`config.mk`:
```
export PLATFORM = sky130hd
export DESIGN_NAME = whack_input_decoder
export DESIGN_NICKNAME = d
export VERILOG_FILES = /design/src/rtl/whack_input_decoder.sv
export SDC_FILE = /design/constraint.sdc
export NUM_CORES = 1
export LEC_CHECK = 0
export ABC_CLOCK_PERIOD_IN_PS = 5300
export BUFFER_PORTS_ARGS = -buffer_cell sky130_fd_sc_hd__buf_2
export CORE_MARGIN = 2
export CORE_UTILIZATION = 45
export CTS_CLUSTER_SIZE = 14
export DETAILED_ROUTE_END_ITERATION = 10
export GPL_TIMING_DRIVEN = 0
export PLACE_DENSITY = 0.59
export SYNTH_ARGS = -nofsm -noshare
export SYNTH_HDL_FRONTEND = slang
export SYNTH_SLANG_ARGS = --single-unit
```
`constraint.sdc`:
```
create_clock -name clk -period 5.3 [get_ports clk]
set_clock_uncertainty 0.15 [all_clocks]
set_input_delay 1.325 -clock clk [delete_from_list [all_inputs] [get_ports clk]]
set_output_delay 1.325 -clock clk [all_outputs]
set_load 0.01 [all_outputs]
```
`src/rtl/whack_input_decoder.sv`:
```
// Switch front end for whack-a-mole: per-switch sync + debounce lanes feeding a
// pending-event table that is drained one event at a time over valid/ready.

module whack_debounce_lane #(
  parameter int DEBOUNCE_CYCLES = 1_000_000,
  parameter int CNT_W           = 20
) (
  input  logic clk,
  input  logic reset_n,
  input  logic i_sw,
  output logic o_stable,
  output logic o_chg,
  output logic o_new
);
  logic [1:0]       r_sync;
  logic [CNT_W-1:0] r_cnt;
  logic             r_stable;
  logic             w_diff;
  logic             w_done;

  assign w_diff   = r_sync[1] ^ r_stable;
  assign w_done   = w_diff && (r_cnt == CNT_W'(DEBOUNCE_CYCLES - 1));
  assign o_stable = r_stable;
  assign o_chg    = w_done;
  assign o_new    = r_sync[1];

  // Any return to the stable level restarts the count, so bounces never accumulate.
  always_ff @(posedge clk or negedge reset_n) begin
    if (!reset_n) begin
      r_sync   <= '0;
      r_cnt    <= '0;
      r_stable <= 1'b0;
    end else begin
      r_sync <= {r_sync[0], i_sw};
      if (!w_diff) begin
        r_cnt <= '0;
      end else if (w_done) begin
        r_stable <= r_sync[1];
        r_cnt    <= '0;
      end else begin
        r_cnt <= r_cnt + 1'b1;
      end
    end
  end
endmodule

module whack_input_decoder #(
  parameter int N_SW            = 16,
  parameter int DEBOUNCE_CYCLES = 1_000_000,
  parameter int CNT_W           = 20
) (
  input  logic            clk,
  input  logic            reset_n,
  input  logic [N_SW-1:0] sw,
  output logic [N_SW-1:0] sw_stable,
  output logic            evt_valid,
  input  logic            evt_ready,
  output logic [3:0]      evt_index,
  output logic            evt_level,
  output logic            evt_overrun
);
  typedef enum logic {S_IDLE, S_SEND} state_t;

  state_t          r_state, w_state_nxt;
  logic [N_SW-1:0] w_chg, w_new, w_clr, w_ovr;
  logic [N_SW-1:0] r_pend, r_plev;
  logic [3:0]      r_index, w_sel;
  logic            r_level, r_overrun;
  logic            w_load;

  genvar gi;
  generate
    for (gi = 0; gi < N_SW; gi++) begin : g_lane
      whack_debounce_lane #(
        .DEBOUNCE_CYCLES(DEBOUNCE_CYCLES),
        .CNT_W          (CNT_W)
      ) u_lane (
        .clk     (clk),
        .reset_n (reset_n),
        .i_sw    (sw[gi]),
        .o_stable(sw_stable[gi]),
        .o_chg   (w_chg[gi]),
        .o_new   (w_new[gi])
      );
    end
  endgenerate

  // Lowest set pending index wins; loop runs high-to-low so the last hit is the lowest.
  always_comb begin
    w_sel = '0;
    for (int i = N_SW - 1; i >= 0; i--) begin
      if (r_pend[i]) w_sel = 4'(i);
    end
  end

  always_comb begin
    w_state_nxt = r_state;
    w_load      = 1'b0;
    case (r_state)
      S_IDLE: if (|r_pend) begin
        w_load      = 1'b1;
        w_state_nxt = S_SEND;
      end
      S_SEND: if (evt_ready) w_state_nxt = S_IDLE;
      default: w_state_nxt = S_IDLE;
    endcase
  end

  // A clear colliding with a new change loses: the entry stays pending with the new level.
  always_comb begin
    w_clr = '0;
    if (w_load) w_clr[w_sel] = 1'b1;
    w_ovr = w_chg & r_pend & ~w_clr;
  end

  always_ff @(posedge clk or negedge reset_n) begin
    if (!reset_n) begin
      r_state   <= S_IDLE;
      r_pend    <= '0;
      r_plev    <= '0;
      r_index   <= '0;
      r_level   <= 1'b0;
      r_overrun <= 1'b0;
    end else begin
      r_state <= w_state_nxt;
      r_pend  <= (r_pend & ~w_clr) | w_chg;
      r_plev  <= (r_plev & ~w_chg) | (w_new & w_chg);
      if (w_load) begin
        r_index <= w_sel;
        r_level <= r_plev[w_sel];
      end
      if (|w_ovr) r_overrun <= 1'b1;
    end
  end

  assign evt_valid   = (r_state == S_SEND);
  assign evt_index   = r_index;
  assign evt_level   = r_level;
  assign evt_overrun = r_overrun;
endmodule

```
Word-level counts from Yosys, hierarchy flattened --
Cells that the tools add are included.
Storage, ports and cells: output and inout bits 23, word-level logic and storage cells 206, bits in registers 407, bits of input ports 19
Operators by class: equal/unequal tests 16, $lt $le $gt $ge 2, $add $sub $neg 16, reductions and logical operators 35, multiplexer cells 57, bitwise logic cells 26
Operator list (number):
- 20-bit 2-to-1 mux | 32
- 20-bit by 1-bit adder with 20-bit output, second input constant | 16
- 20-bit equality test, second input constant | 16
- 16-bit AND | 5
- 4-bit 2-to-1 mux | 16
- 16-bit NOT | 2
- 16-bit bitwise OR | 2
- 2-bit AND reduction | 16
- 16-bit OR reduction | 2
- 1-bit logical AND | 17
- 16-bit 2-to-1 mux | 1
- 1-bit bitwise XOR | 16
- 4-bit by 5-bit < comparator with 1-bit output, second input constant | 1
- 1-bit 2-to-1 mux | 5
- 1-bit binary-select mux with 4-bit select | 1
- 1-bit demux with 4-bit select | 1
- 4-bit by 1-bit >= comparator with 1-bit output, second input constant | 1
- 1-bit one-hot mux with 2 select lines | 1
- 1-bit NOT | 1

Depth between registers and ports, before layout --
Gate-level depths: netlist (run 1).
depth in word-level cells 24, depth in mapped cells 10, gate-level depth less buffers 8

Modules after synthesis --
From an unflattened synthesis (run 1), not the netlist that was laid out.
Unflattened totals: cell total of the unflattened synthesis 2040, area total of the unflattened synthesis 19839.0 um^2
By module, submodules not included:
- whack_debounce_lane | area each 1111.1 um^2, cells an instance 115, sequential area each 575.6 um^2, instances 16
- whack_input_decoder | area each 2062.0 um^2, cells an instance 200, sequential area each 975.9 um^2, instances 1

Worst setup path after synthesis (run 1) --
No wires, ideal clock.
path type flip-flop to flip-flop, from register r_pend[7], to register r_overrun (netlist: evt_overrun), library setup time 0.127 ns, period minus slack after synthesis 2.492 ns, path slack 2.808 ns, data required time 5.023 ns, arrival 2.216 ns, cell stages (with the launch flop) 9, path buffers 1, cell sequence dfrtp_1 -> buf_6 -> or4_4 -> nor3_4 -> nand2_2 -> o31a_1 -> a221o_1 -> nor4_2 -> nand2_1
Between the ends: word-level cells in the longest chain between the ends 16
RTL lines:
- from (decl) | line 66 | logic [N_SW-1:0] r_pend, r_plev;
- from (signal assigned) | line 126 | r_pend <= (r_pend & ~w_clr) | w_chg;
- 4-bit 2-to-1 mux (8 in a row) | line 92 | if (r_pend[i]) w_sel = 4'(i);
- 4-bit by 5-bit < comparator with 1-bit output (implied by the code) / 4-bit by 1-bit >= comparator with 1-bit output (equally long branches) | line 112 | if (w_load) w_clr[w_sel] = 1'b1;
- 1-bit logical AND (implied by the code) | line 112
- 1-bit 2-to-1 mux (implied by the code) | line 112
- 1-bit demux with 4-bit select | line 112
- 16-bit 2-to-1 mux | line 112
- 16-bit NOT | line 113 | w_ovr = w_chg & r_pend & ~w_clr;
- 16-bit AND (*) | line 113
- 16-bit OR reduction (*) | line 132 | if (|w_ovr) r_overrun <= 1'b1;
- to (signal assigned) | line 123 | r_overrun <= 1'b0;
- to (signal assigned) | line 132
- to (decl) | line 68 | logic r_level, r_overrun;
Mark *: on every way between the ends. The rest lies on a longest branch, timed or not. A chain may end at the register's enable or synchronous reset.

Worst setup path in the final report (run 1) --
from register g_lane[2].u_lane.r_cnt[0], to register g_lane[2].u_lane.r_cnt[2]
Between the ends: word-level cells in the longest chain between the ends 4
RTL lines:
- from (decl) | line 16 | logic [CNT_W-1:0] r_cnt;
- from (signal assigned) | line 41 | r_cnt <= r_cnt + 1'b1;
- parallel branches: the longest is 2 deep, another holds 20-bit by 1-bit adder with 20-bit output
- 20-bit 2-to-1 mux (*) | line 37 | end else if (w_done) begin
- 20-bit 2-to-1 mux (*) | line 35 | if (!w_diff) begin
Mark *: on every way between the ends.

==> flow_summary_export.csv, run 1 <==
group,metric,value,unit
run_status,status,"completed",
clocking,cts.path.max_buffers,3,
synthesis,synth.top_cell.area_share,53.4,%
die,io_pins,42,
setup_path,r2r-start,"g_lane[2].u_lane.r_cnt[0]$_DFF_PN0_",
setup_path,start_kind,"register",
global_routing,antenna_found_initial,0,
synthesis,syn_area,18300,µm²
place,dpl.cell_count,2406,
clocking,cts_sinks,391,
finish,diodes,0,
setup_path,cp_max_fo,10,
setup_path,ff2ff_path_depth,8,
clocking,clkTransAtPathRegs,0.06,ns
global_routing,grt_usage,18.0,%
sta,setup_viol,0,
synthesis,synthDistinctLibCells,64,
setup_path,slowest_delay,0.78,ns
place,gp_congestion,0.850,
die,dieArea,42300,µm²
synthesis,synth_common_cells,"391 x dfrtp_1, 358 x nor2_1, 159 x xor2_1, 145 x nand2_1, 141 x nand3_1",
die,core,39900,µm²
sta,whs,0.196,ns
setup_path,path_cells,"ha_1 -> and3_1 -> clkbuf_1 -> nand4_1 -> nor4_1 -> or2_2 -> clkbuf_1 -> nor2_1",
finish,nFillCells,3539,
finish,nets,1961,
min_path,worstHoldPathCells,0,
setup_path,cp_slowest_cell,"nor4_1",
sta,slew_headroom,39.4,%
route,avgViaCountPerCell,5.23,
min_path,worstHoldEndpoint,"g_lane[11].u_lane.r_sync[1]$_DFF_PN0_",
global_routing,grt_start_max_net_pins,123,
finish,syn2layout_area_growth,13.6,%
synthesis,synth_fp_nets,1872,
place,port_buffers,41,
power_and_ir_drop,leakage,9.32,nW
synthesis,synth_ff_type,"dfrtp_1",
setup_path,r2r_slack,2.37,ns
route,post_drt_wl_per_cell,14.5,µm
route,wirelength,36100,µm
finish,final_area,20800,µm²
setup_path,end_kind,"register",
route,first_iter_violations,887,
clocking,tritoncts,"yes",
clocking,hold_buffers,0,
setup_path,crit_arrival,3.20,ns
sta,finalCritPeriodShare,55.4,%
sta,final-max-slew-violation-count,0,
finish,layout-drive-gt1-share,8.78,%
sta,clock.fmax,341,MHz
synthesis,synth-seq-cells,391,
sta,rsz0062_at_grt,"no",
place,dp_hpwl,24600,µm
die,die_x,206,µm
setup_path,cp.required,5.56,ns
synthesis,synth_top_area_cell,"dfrtp_1",
synthesis,seq_area_frac_synth,53.4,%
clocking,cts_buffers,43,
global_routing,grt_pass1_wl,62800,µm
synthesis,synth_edf_count,0,
global_routing,first_global_vias,12900,
setup_path,crit_path_frequent_cell,"clkbuf_1",
place,dpl_cell_area,19300,µm²
sta,hold_violations,0,
synthesis,synth.avg_cell_area,9.97,µm²
job,cap_violations,0,
route,vias,13000,
global_routing,globalRouteOverflowTotal,0,
sta,worst_pin_slew,0.900,ns
die,num_rows,73,
clocking,cts_root_buffer,"clkbuf_16",
finish,stdcell_count,2484,
clocking,insertion_delay,0.56,ns
setup_path,reg2reg_to,"g_lane[2].u_lane.r_cnt[2]$_DFF_PN0_",
power_and_ir_drop,max-vdd-ir-drop,0.000271,V
route,drc,0,
synthesis,yosys_warnings,0,
synthesis,yosysMostFrequentCell,"dfrtp_1",
clocking,post_cts_buffers,0,
sta,period_needed,2.93,ns
min_path,hp-start,"g_lane[11].u_lane.r_sync[0]$_DFF_PN0_",
synthesis,syn_inst,1837,
setup_path,critical_path_class,"reg2reg",
die,die_y,206,µm
clocking,cts-htree-levels,2,
synthesis,ys_async_sr_fraction,100,%
synthesis,synthTopCellsByArea,"dfrtp_1 53%, xor2_1 7.6%, nor2_1 7.3%, xnor2_1 5.9%, nand3_1 3.9%",
min_path,hold_class,"reg2reg",
power_and_ir_drop,power_density,309,nW/µm²
die,start_util,45.9,%
route,antenna_left,0,
clocking,post_cts_resized,0,
route,dr.pass1.iters,4,
## where the power goes
group / total, mW / switching (mW) / internal [mW]
clock: 3.20 / 1.20 / 2.00
combinational: 0.173 / 0.124 / 0.0491
sequential: 3.06 / 0.0337 / 3.03
## worst max path at each step
stage | start | to | slack, ns
after floorplan | r_pend[7]$_DFF_PN0_ | evt_overrun$_DFFE_PN0P_ | 2.81
after global placement | reset_n | g_lane[8].u_lane.r_cnt[12]$_DFF_PN0_ | -5.08
after detailed placement | g_lane[15].u_lane.r_cnt[0]$_DFF_PN0_ | g_lane[15].u_lane.r_cnt[2]$_DFF_PN0_ | 2.21
after CTS | g_lane[15].u_lane.r_cnt[0]$_DFF_PN0_ | g_lane[15].u_lane.r_cnt[2]$_DFF_PN0_ | 2.15
after global routing | g_lane[2].u_lane.r_cnt[0]$_DFF_PN0_ | g_lane[2].u_lane.r_cnt[4]$_DFF_PN0_ | 2.03
final | g_lane[2].u_lane.r_cnt[0]$_DFF_PN0_ | g_lane[2].u_lane.r_cnt[2]$_DFF_PN0_ | 2.37
## flip-flops by register name, indices dropped and copies added (netlist names), named ones only
register	count
evt_index	4
evt_level	1
evt_overrun	1
evt_valid	1
g_lane.u_lane.o_stable	1
g_lane.u_lane.r_cnt	320
g_lane.u_lane.r_sync	32
r_pend	16
## layout make-up
| type | count | area (µm²) | share of cell area [%] |
|---|---|---|---|
| Clock buffer | 61 | 1270 | 6.09 |
| Buffer | 56 | 285 | 1.37 |
| Sequential cell | 391 | 9780 | 47.0 |
| Tap cell | 525 | 657 | 3.16 |
| Clock inverter | 17 | 263 | 1.26 |
| Inverter | 28 | 105 | 0.505 |
| Multi-Input combinational cell | 1362 | 8150 | 39.2 |
| Timing Repair Buffer | 44 | 298 | 1.43 |
## cell families (layout without fill, tap and decap cells)
logic type	after synthesis	count (layout)	synth area share [%]
muxes	19	19	1.12
adders and majority gates	16	16	1.09
buffers and inverters	84	206	2.13
DFF	391	391	53.4
AOI/OAI and AO/OA	90	90	3.04
xor gates and xnor gates	282	282	13.5
and+or+nand+nor	955	955	25.7
## worst max-delay path, delay by kind of cell (launching register included)
kind | cells | cell delay (ns)
and+or+nand+nor | 5 | 1.43
buffers and inverters | 2 | 0.62
DFF | 1 | 0.38
adders and majority gates | 1 | 0.22
## per-stage QoR
| step | setup TNS [ns] | power [mW] | worst slack (ns) | util (%) |
|---|---|---|---|---|
| after CTS | 0 | 6.55 | 2.15 | 52.1 |
| after global routing | 0 | 6.71 | 2.03 | 52.1 |
| after floorplan | 0 | 3.19 | 2.81 | - |
| after global placement | -1966.75 | 3.29 | -5.08 | 48.0 |
| after detailed placement | 0 | 3.30 | 2.21 | 48.3 |
| final | 0 | 6.44 | 2.37 | 52.1 |
## metal layers
layer,part of all wire (%),wire [µm],track usage (%)
met3,3.9,1410,3.42
met4,1.9,702,4.42
met5,0,0,0
met2,45,16400,28.5
met1,49,17600,25.5
## layout by cell type, fill, tap and decap left out, types with 3 or more instances in the layout
cell / instances
dfrtp_1: 391
nor2_1: 358
xor2_1: 159
nand2_1: 145
nand3_1: 141
xnor2_1: 123
and3_1: 73
clkbuf_16: 45
buf_2: 43
clkbuf_1: 42
nand4_1: 42
o21ai_0: 35
nor3_1: 30
nor4_1: 30
inv_1: 28
a21oi_1: 28
or3_1: 25
buf_4: 17
or4_1: 16
ha_1: 16
nor4b_1: 14
or2_2: 12
and4_1: 12
mux2_2: 12
nand2b_1: 10
clkinv_2: 9
nand4b_1: 8
clkbuf_8: 8
nand3b_1: 7
mux2i_1: 7
bufinv_16: 7
nor2b_1: 6
and2_1: 4
and4b_1: 4
or4b_2: 3
o311a_1: 3
buf_16: 3
Power figures use the tool's default switching activity.
==> run 2, diff against run 1 <==
--- a/config.mk
+++ b/config.mk
@@ -5,14 +5,15 @@
 export SDC_FILE = /design/constraint.sdc
 export NUM_CORES = 1
 export LEC_CHECK = 0
-export ABC_CLOCK_PERIOD_IN_PS = 5300
+export ABC_AREA = 1
+export ABC_CLOCK_PERIOD_IN_PS = 2740
 export BUFFER_PORTS_ARGS = -buffer_cell sky130_fd_sc_hd__buf_2
 export CORE_MARGIN = 2
 export CORE_UTILIZATION = 45
 export CTS_CLUSTER_SIZE = 14
 export DETAILED_ROUTE_END_ITERATION = 10
 export GPL_TIMING_DRIVEN = 0
-export PLACE_DENSITY = 0.59
+export PLACE_DENSITY = 0.58
 export SYNTH_ARGS = -nofsm -noshare
 export SYNTH_HDL_FRONTEND = slang
 export SYNTH_SLANG_ARGS = --single-unit
==> constraint.sdc (replaced) <==
create_clock -name clk -period 2.74 [get_ports clk]
set_clock_uncertainty 0.15 [all_clocks]
set_input_delay 0.685 -clock clk [delete_from_list [all_inputs] [get_ports clk]]
set_output_delay 0.685 -clock clk [all_outputs]
set_load 0.01 [all_outputs]
==> flow_summary_export.csv, run 2 <==
group,metric,value,unit
run_status,status,"completed",
synthesis,synth.top_cell.area_share,49.9,%
global_routing,grt_start_max_net_pins,115,
power_and_ir_drop,power_density,559,nW/µm²
setup_path,crit_arrival,2.87,ns
synthesis,syn_inst,2332,
die,num_rows,76,
place,port_buffers,41,
route,drc,0,
finish,final_cell_mix,"391 x dfrtp_1, 343 x inv_1, 328 x nand2_1, 288 x nor2_1, 159 x a21oi_1",
clocking,clkTransAtPathRegs,0.06,ns
sta,hold_violations,0,
power_and_ir_drop,leakage,10.0,nW
global_routing,grt_pass1_wl,70600,µm
global_routing,antenna_found_initial,0,
global_routing,first_global_vias,14800,
sta,worst_pin_slew,0.680,ns
finish,layout-drive-gt1-share,13.2,%
finish,layout_commonest_cell,"dfrtp_1",
global_routing,grt_usage,18.9,%
sta,clock.fmax,398,MHz
setup_path,cp_slowest_cell,"dfrtp_1",
synthesis,synthDistinctLibCells,52,
synthesis,synth_ff_type,"dfrtp_1",
route,antenna_left,0,
setup_path,reg2reg_to,"evt_overrun$_DFFE_PN0P_",
setup_path,critical_path_class,"reg2reg",
die,dieArea,45200,µm²
place,dp_hpwl,29100,µm
finish,stdcell_count,3048,
min_path,worstHoldPathCells,1,
min_path,worstHoldEndpoint,"g_lane[6].u_lane.r_sync[0]$_DFF_PN0_",
finish,fin_util,51.7,%
synthesis,synthTopCellsByArea,"dfrtp_1 50%, inv_1 6.6%, nand2_1 6.3%, nor2_1 5.6%, a21oi_1 4.1%",
die,core,43100,µm²
setup_path,crit_path_frequent_cell,"nor2_1",
clocking,cts_sinks,391,
sta,finalCritPeriodShare,91.7,%
synthesis,synth_common_cells,"391 x dfrtp_1, 343 x inv_1, 328 x nand2_1, 292 x nor2_1, 159 x a21oi_1",
finish,top_register,"g_lane.u_lane.r_cnt",
die,start_util,45.5,%
finish,largest_register_ffs,320,
sta,slew_headroom,54.5,%
min_path,hold_class,"in2reg",
setup_path,path_cells,"nor2_2 -> nand3_1 -> nor2_1 -> inv_2 -> o21ai_4 -> nor2_1 -> nand2_1 -> o21ai_0 -> nor2_1 -> nor2_1 -> nand2_1 -> nor2_1 -> nand2_1 -> nor2_1 -> nand2_1",
synthesis,ys_async_sr_fraction,100,%
synthesis,yosysMostFrequentCell,"dfrtp_1",
clocking,cts.path.max_buffers,3,
setup_path,end_kind,"register",
place,gp_congestion,0.843,
clocking,cts-htree-levels,2,
route,first_iter_violations,883,
clocking,cts_root_buffer,"clkbuf_16",
synthesis,synth_fp_nets,2367,
synthesis,yosys_warnings,0,
synthesis,synth.avg_cell_area,8.41,µm²
clocking,insertion_delay,0.57,ns
finish,syn2layout_area_growth,13.6,%
finish,largestRegisters,"g_lane.u_lane.r_cnt x320, g_lane.u_lane.r_sync x32, r_pend x16",
setup_path,ff2ff_path_depth,15,
synthesis,synth_top_area_cell,"dfrtp_1",
sta,period_needed,2.51,ns
sta,setup_viol,0,
place,dpl.cell_count,2961,
job,cap_violations,0,
sta,setup_tns,0,ns
route,wirelength,41000,µm
synthesis,synth-seq-cells,391,
synthesis,synth_edf_count,0,
min_path,hp-start,"sw[6]",
setup_path,start_kind,"register",
setup_path,r2r-start,"r_pend[3]$_DFF_PN0_",
route,avgViaCountPerCell,5.03,
clocking,tritoncts,"yes",
route,dr.pass1.iters,5,
power_and_ir_drop,max-vdd-ir-drop,0.000436,V
route,post_drt_wl_per_cell,13.5,µm
setup_path,cp_max_fo,8,
finish,nets,2463,
global_routing,globalRouteOverflowTotal,0,
finish,diodes,0,
setup_path,r2r_slack,0.23,ns
clocking,cts_buffers,45,
setup_path,slowest_delay,0.41,ns
sta,final-max-slew-violation-count,0,
place,post-place-ws,-0.0855,ns
die,die_y,213,µm
sta,fin_ws,0.227,ns
synthesis,seq_area_frac_synth,49.9,%
synthesis,syn_area,19600,µm²
setup_path,cp.required,3.10,ns
die,io_pins,42,
die,die_x,213,µm
route,vias,15300,
==> run 2: cell types whose count changed after synthesis, sizes merged, moves of 28 or more <==
cell	change
xnor2	-102
nand3	-32
clkbuf	-31
a21oi	+132
nand2	+198
and3	-71
nor3	+126
o21ai	+73
inv	+356
xor2	-125
o21a	+28
==> run 2: stage by stage <==
stage / power, mW / area (µm²) / hold slack (ns)
5_1_grt: 13.0 / 22300 / 0.0380
6_report: 12.5 / 22300 / 0.0706
4_1_cts: 12.7 / 22200 / 0.0360
2_1_floorplan: 6.21 / 19600 / 0.181
3_3_place_gp: 6.41 / 20500 / 0.183
3_5_place_dp: 6.43 / 20600 / 0.186
==> run 2: final cells by class <==
cell class | count | area [µm²]
multi-input cells | 1520 | 8260
inverters | 400 | 1500
plain buffers | 21 | 144
repair buffers | 49 | 338
well taps | 585 | 732
flip-flops and latches | 391 | 9780
clock buffers | 68 | 1340
clock inverters | 14 | 180
fillers | 4058 | 20800
==> run 2: metal layers <==
metal	track usage, %	part of all wire [%]
met2	30.4	46
met3	3.60	4.4
met4	4.73	1.9
met1	26.4	48
met5	0	0
==> run 2: what timing repair did <==
action,in CTS,in global routing
endpoints found under the setup margin,20,27
hold buffers,1,0
buffers inserted,0,4
hold endpoints to repair,68,0
pin swaps,0,2
resized for setup,4,15
==> run 2: worst max-delay path by stage <==
stage | startpoint | endpoint | slack, ns
floorplan | g_lane[1].u_lane.r_cnt[0]$_DFF_PN0_ | g_lane[1].u_lane.r_cnt[18]$_DFF_PN0_ | 0.57
global placement | reset_n | g_lane[6].u_lane.r_cnt[14]$_DFF_PN0_ | -7.20
detailed placement | g_lane[13].u_lane.r_cnt[0]$_DFF_PN0_ | g_lane[13].u_lane.r_cnt[9]$_DFF_PN0_ | -0.09
CTS | g_lane[4].u_lane.r_cnt[11]$_DFF_PN0_ | g_lane[4].u_lane.r_cnt[14]$_DFF_PN0_ | 0.02
global route | g_lane[2].u_lane.r_cnt[0]$_DFF_PN0_ | g_lane[2].u_lane.r_cnt[18]$_DFF_PN0_ | -0.01
finish | r_pend[3]$_DFF_PN0_ | evt_overrun$_DFFE_PN0P_ | 0.23
==> run 2: report_power, final <==
part	switching (mW)	internal [mW]	total [mW]	leakage, nW
sequential	0.0565	5.86	5.91	5.35
combinational	0.285	0.117	0.402	3.92
clock	2.40	3.74	6.14	0.745
==> run 2: critical path: cells and delay by family, from the launching register on <==
kind                   cells  cell delay, ns
buffers and inverters      1            0.09
and+or+nand+nor           12            1.42
AOI/OAI and AO/OA          2            0.37
DFF                        1            0.41
==> run 2: logic make-up (layout without fill, tap and decap cells) <==
family                   after synthesis  count (layout)  share of synthesized area [%]
AND/OR/NAND/NOR                     1105            1105                           28.1
buffers and inverters                421             552                           8.38
flip-flops                           391             391                           49.9
AO/OA/AOI/OAI                        329             329                           9.37
XOR/XNOR                              55              55                           2.46
adder cells (fa/ha/maj)               16              16                           1.02
multiplexers                          15              15                          0.766
